===== src/rtl/stencil_host_pkg.sv =====
`default_nettype none
// ============================================================================
// Module      : stencil_host_pkg
// Description : Command opcodes, solver pin modes and sequencer state codes.
// Revision    : 1.0 - initial release
// ============================================================================
package stencil_host_pkg;

    localparam logic [1:0] C_OP_RUN    = 2'd0;
    localparam logic [1:0] C_OP_WRITE  = 2'd1;
    localparam logic [1:0] C_OP_READ   = 2'd2;
    localparam logic [1:0] C_OP_CONFIG = 2'd3;

    localparam logic [1:0] C_MODE_RUN    = 2'b00;
    localparam logic [1:0] C_MODE_WRITE  = 2'b01;
    localparam logic [1:0] C_MODE_READ   = 2'b10;
    localparam logic [1:0] C_MODE_CONFIG = 2'b11;

    localparam logic [2:0] C_ST_IDLE    = 3'd0;
    localparam logic [2:0] C_ST_CFG     = 3'd1;
    localparam logic [2:0] C_ST_WR      = 3'd2;
    localparam logic [2:0] C_ST_RUN     = 3'd3;
    localparam logic [2:0] C_ST_RD_REQ  = 3'd4;
    localparam logic [2:0] C_ST_RD_WAIT = 3'd5;
    localparam logic [2:0] C_ST_RD_OUT  = 3'd6;

endpackage
`default_nettype wire


===== src/rtl/stencil_host_seq.sv =====
`default_nettype none
// ============================================================================
// Module      : stencil_host_seq
// Description : Host-side command sequencer driving the stencil solver pins.
// Revision    : 1.0 - initial release
// ============================================================================
module stencil_host_seq
    import stencil_host_pkg::*;
#(
    parameter int READ_LAT = 2,
    parameter int RUN_W    = 16
) (
    input  logic             clk,
    input  logic             rst_n,
    input  logic             cmd_valid,
    output logic             cmd_ready,
    input  logic [1:0]       cmd_op,
    input  logic [5:0]       cmd_addr,
    input  logic [6:0]       cmd_len,
    input  logic [7:0]       cmd_data,
    input  logic [RUN_W-1:0] run_cycles,
    input  logic             wr_valid,
    input  logic [7:0]       wr_data,
    output logic             wr_ready,
    output logic             rd_valid,
    output logic [7:0]       rd_data,
    input  logic             rd_ready,
    output logic [7:0]       pin_ui,
    output logic [7:0]       pin_uio,
    input  logic [7:0]       pin_uio_in,
    output logic             busy,
    output logic             done
);

    localparam logic [7:0]       C_LAT_INIT = 8'(READ_LAT - 1);
    localparam logic [RUN_W-1:0] C_RUN_ONE  = RUN_W'(1);

    logic [2:0]       r_state, w_state_nxt;
    logic [5:0]       r_addr, w_addr_nxt;
    logic [6:0]       r_cnt, w_cnt_nxt;
    logic [RUN_W-1:0] r_run, w_run_nxt;
    logic [7:0]       r_lat, w_lat_nxt;
    logic [7:0]       w_pin_ui_nxt, w_pin_uio_nxt;
    logic             w_done_nxt, w_rd_valid_nxt, w_capture;

    assign cmd_ready = (r_state == C_ST_IDLE) && !done;
    assign busy      = (r_state != C_ST_IDLE);
    // A beat is only consumed while cells remain; the cnt==0 cycle lets the last write reach the pins.
    assign wr_ready  = (r_state == C_ST_WR) && (r_cnt != 7'd0) && wr_valid;

    // Pins are registered from the next-state decision, so they line up with the state they belong to.
    always_comb begin
        w_state_nxt    = r_state;
        w_addr_nxt     = r_addr;
        w_cnt_nxt      = r_cnt;
        w_run_nxt      = r_run;
        w_lat_nxt      = r_lat;
        w_pin_ui_nxt   = 8'h00;
        w_pin_uio_nxt  = 8'h00;
        w_done_nxt     = 1'b0;
        w_rd_valid_nxt = 1'b0;
        w_capture      = 1'b0;
        case (r_state)
            C_ST_IDLE: begin
                if (cmd_valid && cmd_ready) begin
                    w_addr_nxt = cmd_addr;
                    w_cnt_nxt  = cmd_len;
                    w_run_nxt  = run_cycles;
                    w_lat_nxt  = C_LAT_INIT;
                    case (cmd_op)
                        C_OP_CONFIG: begin
                            w_state_nxt   = C_ST_CFG;
                            w_pin_ui_nxt  = {C_MODE_CONFIG, 6'd0};
                            w_pin_uio_nxt = cmd_data;
                        end
                        C_OP_RUN: begin
                            if (run_cycles == '0) w_done_nxt  = 1'b1;
                            else                  w_state_nxt = C_ST_RUN;
                        end
                        C_OP_WRITE: begin
                            if (cmd_len == 7'd0) begin
                                w_done_nxt = 1'b1;
                            end else begin
                                w_state_nxt  = C_ST_WR;
                                w_pin_ui_nxt = {C_MODE_READ, cmd_addr};
                            end
                        end
                        C_OP_READ: begin
                            if (cmd_len == 7'd0) begin
                                w_done_nxt = 1'b1;
                            end else begin
                                w_state_nxt  = C_ST_RD_REQ;
                                w_pin_ui_nxt = {C_MODE_READ, cmd_addr};
                            end
                        end
                        default: ;
                    endcase
                end
            end
            C_ST_CFG: begin
                w_state_nxt = C_ST_IDLE;
                w_done_nxt  = 1'b1;
            end
            C_ST_RUN: begin
                w_pin_ui_nxt = {C_MODE_RUN, 6'd0};
                if (r_run == C_RUN_ONE) begin
                    w_state_nxt  = C_ST_IDLE;
                    w_done_nxt   = 1'b1;
                    w_pin_ui_nxt = 8'h00;
                end else begin
                    w_run_nxt = r_run - C_RUN_ONE;
                end
            end
            C_ST_WR: begin
                if (r_cnt == 7'd0) begin
                    w_state_nxt = C_ST_IDLE;
                    w_done_nxt  = 1'b1;
                end else if (wr_valid) begin
                    w_pin_ui_nxt  = {C_MODE_WRITE, r_addr};
                    w_pin_uio_nxt = wr_data;
                    w_addr_nxt    = r_addr + 6'd1;
                    w_cnt_nxt     = r_cnt - 7'd1;
                end else begin
                    w_pin_ui_nxt = {C_MODE_READ, r_addr};
                end
            end
            C_ST_RD_REQ, C_ST_RD_WAIT: begin
                w_pin_ui_nxt = {C_MODE_READ, r_addr};
                if (r_lat == 8'd0) begin
                    w_capture      = 1'b1;
                    w_rd_valid_nxt = 1'b1;
                    w_state_nxt    = C_ST_RD_OUT;
                end else begin
                    w_lat_nxt   = r_lat - 8'd1;
                    w_state_nxt = C_ST_RD_WAIT;
                end
            end
            C_ST_RD_OUT: begin
                if (rd_ready) begin
                    w_addr_nxt = r_addr + 6'd1;
                    w_cnt_nxt  = r_cnt - 7'd1;
                    if (r_cnt == 7'd1) begin
                        w_state_nxt = C_ST_IDLE;
                        w_done_nxt  = 1'b1;
                    end else begin
                        w_state_nxt  = C_ST_RD_REQ;
                        w_lat_nxt    = C_LAT_INIT;
                        w_pin_ui_nxt = {C_MODE_READ, r_addr + 6'd1};
                    end
                end else begin
                    w_rd_valid_nxt = 1'b1;
                    w_pin_ui_nxt   = {C_MODE_READ, r_addr};
                end
            end
            default: w_state_nxt = C_ST_IDLE;
        endcase
    end

    always_ff @(posedge clk) begin
        if (!rst_n) begin
            r_state  <= C_ST_IDLE;
            r_addr   <= 6'd0;
            r_cnt    <= 7'd0;
            r_run    <= '0;
            r_lat    <= 8'd0;
            pin_ui   <= 8'h00;
            pin_uio  <= 8'h00;
            rd_valid <= 1'b0;
            rd_data  <= 8'h00;
            done     <= 1'b0;
        end else begin
            r_state  <= w_state_nxt;
            r_addr   <= w_addr_nxt;
            r_cnt    <= w_cnt_nxt;
            r_run    <= w_run_nxt;
            r_lat    <= w_lat_nxt;
            pin_ui   <= w_pin_ui_nxt;
            pin_uio  <= w_pin_uio_nxt;
            rd_valid <= w_rd_valid_nxt;
            done     <= w_done_nxt;
            if (w_capture) rd_data <= pin_uio_in;
        end
    end

endmodule
`default_nettype wire


===== config.mk =====
export PLATFORM = sky130hd
export DESIGN_NAME = stencil_host_seq
export DESIGN_NICKNAME = d
export VERILOG_FILES = /design/src/rtl/stencil_host_pkg.sv /design/src/rtl/stencil_host_seq.sv
export SDC_FILE = /design/constraint.sdc
export NUM_CORES = 1
export LEC_CHECK = 0
export BUFFER_PORTS_ARGS = -buffer_cell sky130_fd_sc_hd__clkbuf_2
export CORE_MARGIN = 2
export CORE_UTILIZATION = 40
export DETAILED_ROUTE_END_ITERATION = 10
export GPL_TIMING_DRIVEN = 0
export MAX_ROUTING_LAYER = met4
export PLACE_DENSITY = 0.7
export RECOVER_POWER = 100
export SYNTH_ARGS = -nofsm -noshare
export SYNTH_HDL_FRONTEND = slang
export SYNTH_SLANG_ARGS = --single-unit

===== constraint.sdc =====
create_clock -name clk -period 2.3 [get_ports clk]
set_input_delay 0.115 -clock clk [delete_from_list [all_inputs] [get_ports clk]]
set_output_delay 0.115 -clock clk [all_outputs]
set_load 0.005 [all_outputs]

==> results of run 1 <==
## timing repair
| item | 4_1_cts | 5_1_grt |
|---|---|---|
| endpoints found under the hold margin | 5 | 0 |
| pin swaps | 0 | 0 |
| resized for setup | 1 | 2 |
| endpoints found under the setup margin | 1 | 5 |
| hold buffers | 5 | 0 |
## Yosys cell counts, drive strengths merged, types with 3 or more instances
cell	count	area, um2
nor2	60	240
o211ai	6	45.0
nor3	12	87.6
o21a	5	37.5
a31oi	6	37.5
o21ai	18	90.1
and3	8	50.1
ha	13	163
nor4b	3	41.3
nor2b	5	31.3
a211oi	3	27.5
a221oi	3	38.8
clkbuf	15	56.3
dfxtp	66	1320
mux2i	10	100
o32ai	6	52.6
a21o	3	22.5
a22oi	13	97.6
or4	5	41.3
a21oi	48	244
a32oi	3	26.3
o22ai	8	50.1
buf	14	95.1
inv	17	63.8
o31ai	8	60.1
nor4	8	80.1
nor3b	4	30.0
o221a	4	45.0
or3	7	48.8
nand4	7	43.8
nand2	50	188
nand3	17	85.1
## flip-flops by register name (all words and copies together), names as in the netlist
register,count
rd_data,8
pin_uio,8
r_state,3
done,1
r_cnt,7
rd_valid,1
r_lat,8
pin_ui,8
r_run,16
r_addr,6
## worst max-delay path, stage by stage (launching register included)
cell and delay, ns:
dfxtp_1 0.30, buf_2 0.17, nor3_4 0.23, and2_1 0.24, clkbuf_1 0.51, o211ai_1 0.25, a31o_2 0.29, a21oi_1 0.12
## layout by cell type, fill, tap and decap left out, types with 6 or more instances in the layout
cell / instances
a21oi_1: 48
or3_1: 7
ha_1: 13
nor2_1: 58
o21ai_0: 13
o31ai_1: 8
a22oi_1: 13
clkbuf_2: 82
inv_1: 17
dfxtp_1: 66
a31oi_1: 6
nor3_1: 9
clkbuf_8: 9
nor4_1: 6
o22ai_1: 8
nand2_1: 50
o211ai_1: 6
clkbuf_1: 26
o32ai_1: 6
nand4_1: 7
mux2i_1: 10
and3_1: 8
nand3_1: 17
## kinds of logic after synthesis
| kind of cell | after synthesis | synth area share (%) |
|---|---|---|
| compound gates | 155 | 27.3 |
| xor+xnor | 4 | 0.882 |
| fa+ha+maj | 13 | 4.10 |
| buf+inv | 46 | 5.42 |
| flops | 66 | 33.3 |
| mux | 11 | 2.80 |
| simple gates | 196 | 26.2 |
## power groups by stage
stage                     Combinational [W]  Sequential [W]  Clock (W)
after global routing                0.00366         0.00190    0.00104
after global placement              0.00325         0.00183          0
final                               0.00332         0.00185   0.000963
after detailed placement            0.00330         0.00185          0
after CTS                           0.00333         0.00183   0.000990
after floorplan                     0.00250         0.00178          0
## cell type report
| class | count | area [um2] | area share, % |
|---|---|---|---|
| flip-flops and latches | 66 | 1320 | 27.5 |
| multi-input cells | 379 | 2440 | 50.9 |
| clock inverters | 7 | 68.8 | 1.43 |
| repair buffers | 93 | 480 | 10.0 |
| inverters | 17 | 63.8 | 1.33 |
| plain buffers | 29 | 135 | 2.81 |
| clock buffers | 9 | 124 | 2.58 |
| well taps | 133 | 166 | 3.47 |
## metal layers
layer | vias up | part of all wire [%] | wire length, um | GRT usage, %
li1 | 2031 | - | - | -
met1 | 1930 | 42 | 5040 | 28.1
met2 | 198 | 49 | 5830 | 37.0
met3 | 16 | 8.1 | 968 | 4.53
met4 | 0 | 1.2 | 138 | 7.43
met5 | - | 0 | 0 | -
## through the flow
stage | util [%] | cells | total power (W)
detailed placement | 47.3 | 712 | 0.00516
floorplan | - | 491 | 0.00429
global route | 49.6 | 733 | 0.00660
CTS | 49.8 | 733 | 0.00616
finish | 49.6 | 733 | 0.00613
global placement | 47.3 | 712 | 0.00508
## worst paths after layout
check | cells after the start | slack (ns) | startpoint | to
worst max-delay path | 7 | 0.12 | r_state[2] | pin_ui[7]
worst min-delay path | 3 | 0.003 | pin_uio_in[6] | rd_data[6]
worst max register to register | 7 | 0.12 | r_state[2] | pin_ui[7]
worst min register to register | 2 | 0.50 | r_cnt[1] | r_cnt[1]
==> metrics.md, run 1 <==
| Metric | Value |
|---|---|
| Placed inst area | roughly 4600 um2 |
| Width of the die | 104 um |
| Pint | 0.00326 W |
| Clock power frac | between 10% and 20% |
| Switching part of the total power | between 40% and 50% |
| Post-route clock skew | 0.00716 ns |
| CTS Sinks | 66 |
| Htree depth | 3 |
| Tcrit/Tclk final | 94.7% |
| Crit-path max FO | 10 |
| Worst vdd ir | 449 uV |
| Initial antenna violation count | 0 |
| Period minus WS final | 2.18 ns |
| Top_reg_cell synth | dfxtp_1 |
| Io pins | 89 |
| Max clock buf depth | 2 |
| Comb pwr share | 54.1% |
| Dpl hpwl | between 8000 and 9000 um |
| Flop pwr share | between 30% and 40% |
| Final net count | 668 |
| PwrDens | 1280 nW/um2 |
| Status | complete, no violations |
| First-pass GRT wire length | 19300 um |
| Initial core utilization | 41.0% |
| Mapped Avg Cell Area | 8.09 um2 |
| CTS buffer count | 9 |
| Fin. Hold Viols | 0 |
| Area Overhead vs Synth | 20.9% |
| Placer Congestion | 0.945 |
| Fmax | 459 MHz |
| Share of layout cells above drive strength 1 | 21.7% |
| Synthesized area | 3970 um2 |
| Row count | 36 |
| EDFF count, synth | 0 |
| P_leak | 2.00 nW |
| TNS Setup | 0 ns |
| Slew at the pin closest to its max-slew limit | 0.776 ns |
| Synth warn | 0 |
| RSZ-0062 raised after global routing | no |
| Final-report setup violation count | 0 |
| Wire per inst | 16.3 um |
| Crit. End Element | flop |
| DRT Pass-1 Iters | 5 |
| Fill count | 958 |
| WS Path Type | flop to flop |
| Hold Slack | between 0.003 and 0.004 ns |
| Post-CTS setup buffers | 0 |
| Synth Instances | 491 |
| Maximum number of pins on one net before global-route repair | 13 |
| Total number of vias | approximately 4200 |
| Req. time, crit path | 2.57 ns |
| Initial drt markers | 303 |
| Number of port buffers | 88 |
| Sequential share of the synthesized area | 33.3% |
| Tot GR Track Use | 22.6% |
| Detail Route Antenna Nets | 0 |
| Final non-filler cell area | 4800 um2 |
| Die ar. | approximately 11000 um2 |
| Routed wire length | 12000 um |
| Clk slew on worst S/H paths | 0.07 ns |
| Gr ovfl total | 0 |
| Critical path startpoint category | flop |
| Worst hold path class | input pin to flop |
| TritonCTS clock tree | built |
| Die height | 104 um |
| Synthesized flop and latch total | 66 |
| Vias per cell | 5.70 |
| Final Max Tran Viols | 0 |
| Core box area | 9680 um2 |
| Vias in the first global route | 3929 |
| Drc violations | 0 |
| Max-slew headroom | 47.8% |
| Max-cap violations | 0 |
| Ant. Diodes | 0 |
| Final worst setup slack | 0.121 ns |
| Critical Path AT | 2.45 ns |
| Worst skew pair latency | 0.35 ns |
| Sw Pwr | about 0.0029 W |
| Syn_nets | 564 |
| Synth cell types | 73 |
| Async S/R FF share, synth | 0% |
| Post-Place Worst Slack | roughly 0.00043 ns |
| CTS Root Cell | clkbuf_8 |
No activity file was read; power rests on OpenSTA's default activity.
==> run 2: changes to the inputs <==
- clock period: 2.3 -> 2.19 ns (I/O delays scaled with it)
==> metrics.md, run 2 (synthesis results as in run 1) <==
| Metric | Value |
|---|---|
| Slew at the pin closest to its max-slew limit | 0.775 ns (was 0.776 ns) |
| Worst r2r dst | r_run[5] (was pin_ui[7]) |
| Sum of buffers and inverters on the critical path | 1 (was 2) |
| Max clock buf depth | 2 (unchanged) |
| WS Path Type | flop to flop (unchanged) |
| Worst skew pair latency | 0.35 ns (about the same) |
| Initial drt markers | 330 (was 303) |
| Most frequent cells in the layout | clkbuf_2 (84), dfxtp_1 (66), nor2_1 (58) (was clkbuf_2 (82), dfxtp_1 (66), nor2_1 (58)) |
| Kind of cell adding the most delay to the critical path | compound AO/OA/AOI/OAI gates (was buffers and inverters) |
| M1 GR Usage | 28.1% (about the same) |
| DRT Pass-1 Iters | 5 (unchanged) |
| Wire per inst | 16.4 um (was 16.3 um) |
| CTS Sinks | 66 (unchanged) |
| Width of the die | 104 um (unchanged) |
| Row count | 36 (unchanged) |
| Final non-filler cell area | 4860 um2 (was 4800 um2) |
| P_leak | 2.03 nW (was 2.00 nW) |
| Placed inst area | 4580 um2 (unchanged) |
| R2r startpoint | r_run[0] (was r_state[2]) |
| Vias in the first global route | 3961 (was 3929) |
| Worst hold stages | 3 (unchanged) |
| Crit-path max FO | 10 (unchanged) |
| Tot GR Track Use | 22.7% (was 22.6%) |
| Final net count | 673 (was 668) |
| Vias per cell | 5.76 (was 5.70) |
| Clk slew on worst S/H paths | 0.07 ns (about the same) |
| Fmax | 475 MHz (was 459 MHz) |
| Power Total | 0.00653 W (was 0.00613 W) |
| Fin. Hold Viols | 0 (unchanged) |
| Initial core utilization | 41.0% (unchanged) |
| Total number of vias | 4251 (was 4175) |
| Tcrit/Tclk final | 96.2% (was 94.7%) |
| Max FFs per register | 16 (unchanged) |
| Grt met2 use | 37.0% (about the same) |
| Crit. End Element | flop (unchanged) |
| Max-cap violations | 0 (unchanged) |
| Status | complete, no violations (unchanged) |
| Most common cell after layout, fill and taps aside | clkbuf_2 (unchanged) |
| RSZ-0062 raised after global routing | no (unchanged) |
| Req. time, crit path | 2.46 ns (was 2.57 ns) |
| Ant. Diodes | 0 (unchanged) |
| Final-report setup violation count | 0 (unchanged) |
| Die height | 104 um (unchanged) |
| Detail Route Antenna Nets | 0 (unchanged) |
| CTS Root Cell | clkbuf_8 (unchanged) |
| Dpl hpwl | 8590 um (unchanged) |
| Io pins | 89 (unchanged) |
| Worst hold path class | input pin to flop (unchanged) |
| TritonCTS clock tree | built (unchanged) |
| Met3 GRT Util | 4.53% (unchanged) |
| Share of layout cells above drive strength 1 | 22.3% (was 21.7%) |
| Worst vdd ir | 471 uV (was 449 uV) |
| Core box area | 9680 um2 (unchanged) |
| CTS buffer count | 9 (unchanged) |
| Number of port buffers | 88 (unchanged) |
| R2R Setup Slk | 0.08 ns (was 0.12 ns) |
| Critical Path AT | 2.38 ns (was 2.45 ns) |
| Die ar. | 10700 um2 (unchanged) |
| PwrDens | 1340 nW/um2 (was 1280 nW/um2) |
| Worst reg2reg path depth | 6 (was 7) |
| Period minus WS final | 2.11 ns (was 2.18 ns) |
| Post-route clock skew | 0.00759 ns (was 0.00716 ns) |
| Htree depth | 3 (unchanged) |
| Worst Hold Path EP | pin_uio[2] (was rd_data[6]) |
| Hold_sp | cmd_data[2] (was pin_uio_in[6]) |
| Drc violations | 0 (unchanged) |
| Cell Chain, Critical Path | ha_1, nor3b_1, a41o_1, buf_6, nand3_1, a21oi_1 (was buf_2, nor3_4, and2_1, clkbuf_1, o211ai_1, a31o_2, a21oi_1) |
| CP max stage cell | nor3b_1 (was clkbuf_1) |
| Maximum number of pins on one net before global-route repair | 13 (unchanged) |
| First-pass GRT wire length | 19400 um (was 19300 um) |
| Area Overhead vs Synth | 22.5% (was 20.9%) |
| Initial antenna violation count | 0 (unchanged) |
| Max-slew headroom | 47.9% (was 47.8%) |
| GR peak layer | met2 (unchanged) |
| Largest reg by FF count | r_run (unchanged) |
| Fill count | 953 (was 958) |
| CP peak stage delay | 0.51 ns (about the same) |
| Gr ovfl total | 0 (unchanged) |
| Placer Congestion | 0.945 (unchanged) |
| Critical path startpoint category | flop (unchanged) |
| Routed wire length | 12100 um (was 12000 um) |
| Final Max Tran Viols | 0 (unchanged) |
## run 2: cell count changes in the layout (fill, tap and decap cells not counted), sizes merged
cell and change:
clkbuf +1, dlygate4sd3 +3, buf +1
## run 2: per-layer routing
layer,vias to the layer above,share of wire (%)
li1,2051,-
met1,1978,41
met2,198,48
met3,24,8.8
met4,0,1.7
met5,-,0
## run 2: report_power, final
part           internal (W)  leakage (nW)  total (W)  switching [W]
registers           0.00156         0.539    0.00196       0.000400
logic               0.00141          1.39    0.00356        0.00216
clock network      0.000523        0.0954    0.00101       0.000490
## run 2: worst max-delay path by stage
stage	start	endpoint	slack (ns)	depth (start not counted)
after global placement	r_run[0]	r_run[14]	-0.11	7
after floorplan	r_run[0]	r_run[14]	0.33	7
after CTS	r_cnt[0]	wr_ready	0.04	6
final	r_run[0]	r_run[5]	0.08	6
after global routing	r_cnt[0]	pin_uio[6]	0.008	8
after detailed placement	r_run[0]	r_run[14]	-0.11	7
## run 2: repair_timing
item,CTS,global route
hold endpoints to repair,8,0
pin swaps,0,1
setup buffers,0,2
resized for setup,1,6
endpoints found under the setup margin,2,11
hold buffers,8,0
## run 2: cell type report
| class | count | area [um2] | area share [%] |
|---|---|---|---|
| multi-input cells | 379 | 2450 | 50.4 |
| repair buffers | 98 | 522 | 10.7 |
| inverters | 17 | 63.8 | 1.31 |
| flip-flops and latches | 66 | 1320 | 27.2 |
| plain buffers | 29 | 145 | 2.98 |
| well taps | 133 | 166 | 3.42 |
| clock inverters | 7 | 68.8 | 1.41 |
| clock buffers | 9 | 124 | 2.55 |
## run 2: worst reg2reg max path, cell delays in order (launching register included)
cell	delay [ns]
dfxtp_1	0.42
ha_1	0.18
nor3b_1	0.51
a41o_1	0.47
buf_6	0.21
nand3_1	0.09
a21oi_1	0.15
## run 2: through the flow
stage | utilization, % | hold WS, ns | TNS [ns] | setup WS, ns | std cells
final | 50.2 | 0.00197 | 0 | 0.0842 | 738
after global routing | 50.2 | 0.00303 | 0 | 0.00754 | 738
after CTS | 50.1 | 0.00227 | 0 | 0.0377 | 736
after detailed placement | 47.3 | 0.346 | -0.110 | -0.110 | 712
after global placement | 47.3 | 0.343 | -0.111 | -0.111 | 712
after floorplan | - | 0.246 | 0 | 0.329 | 491
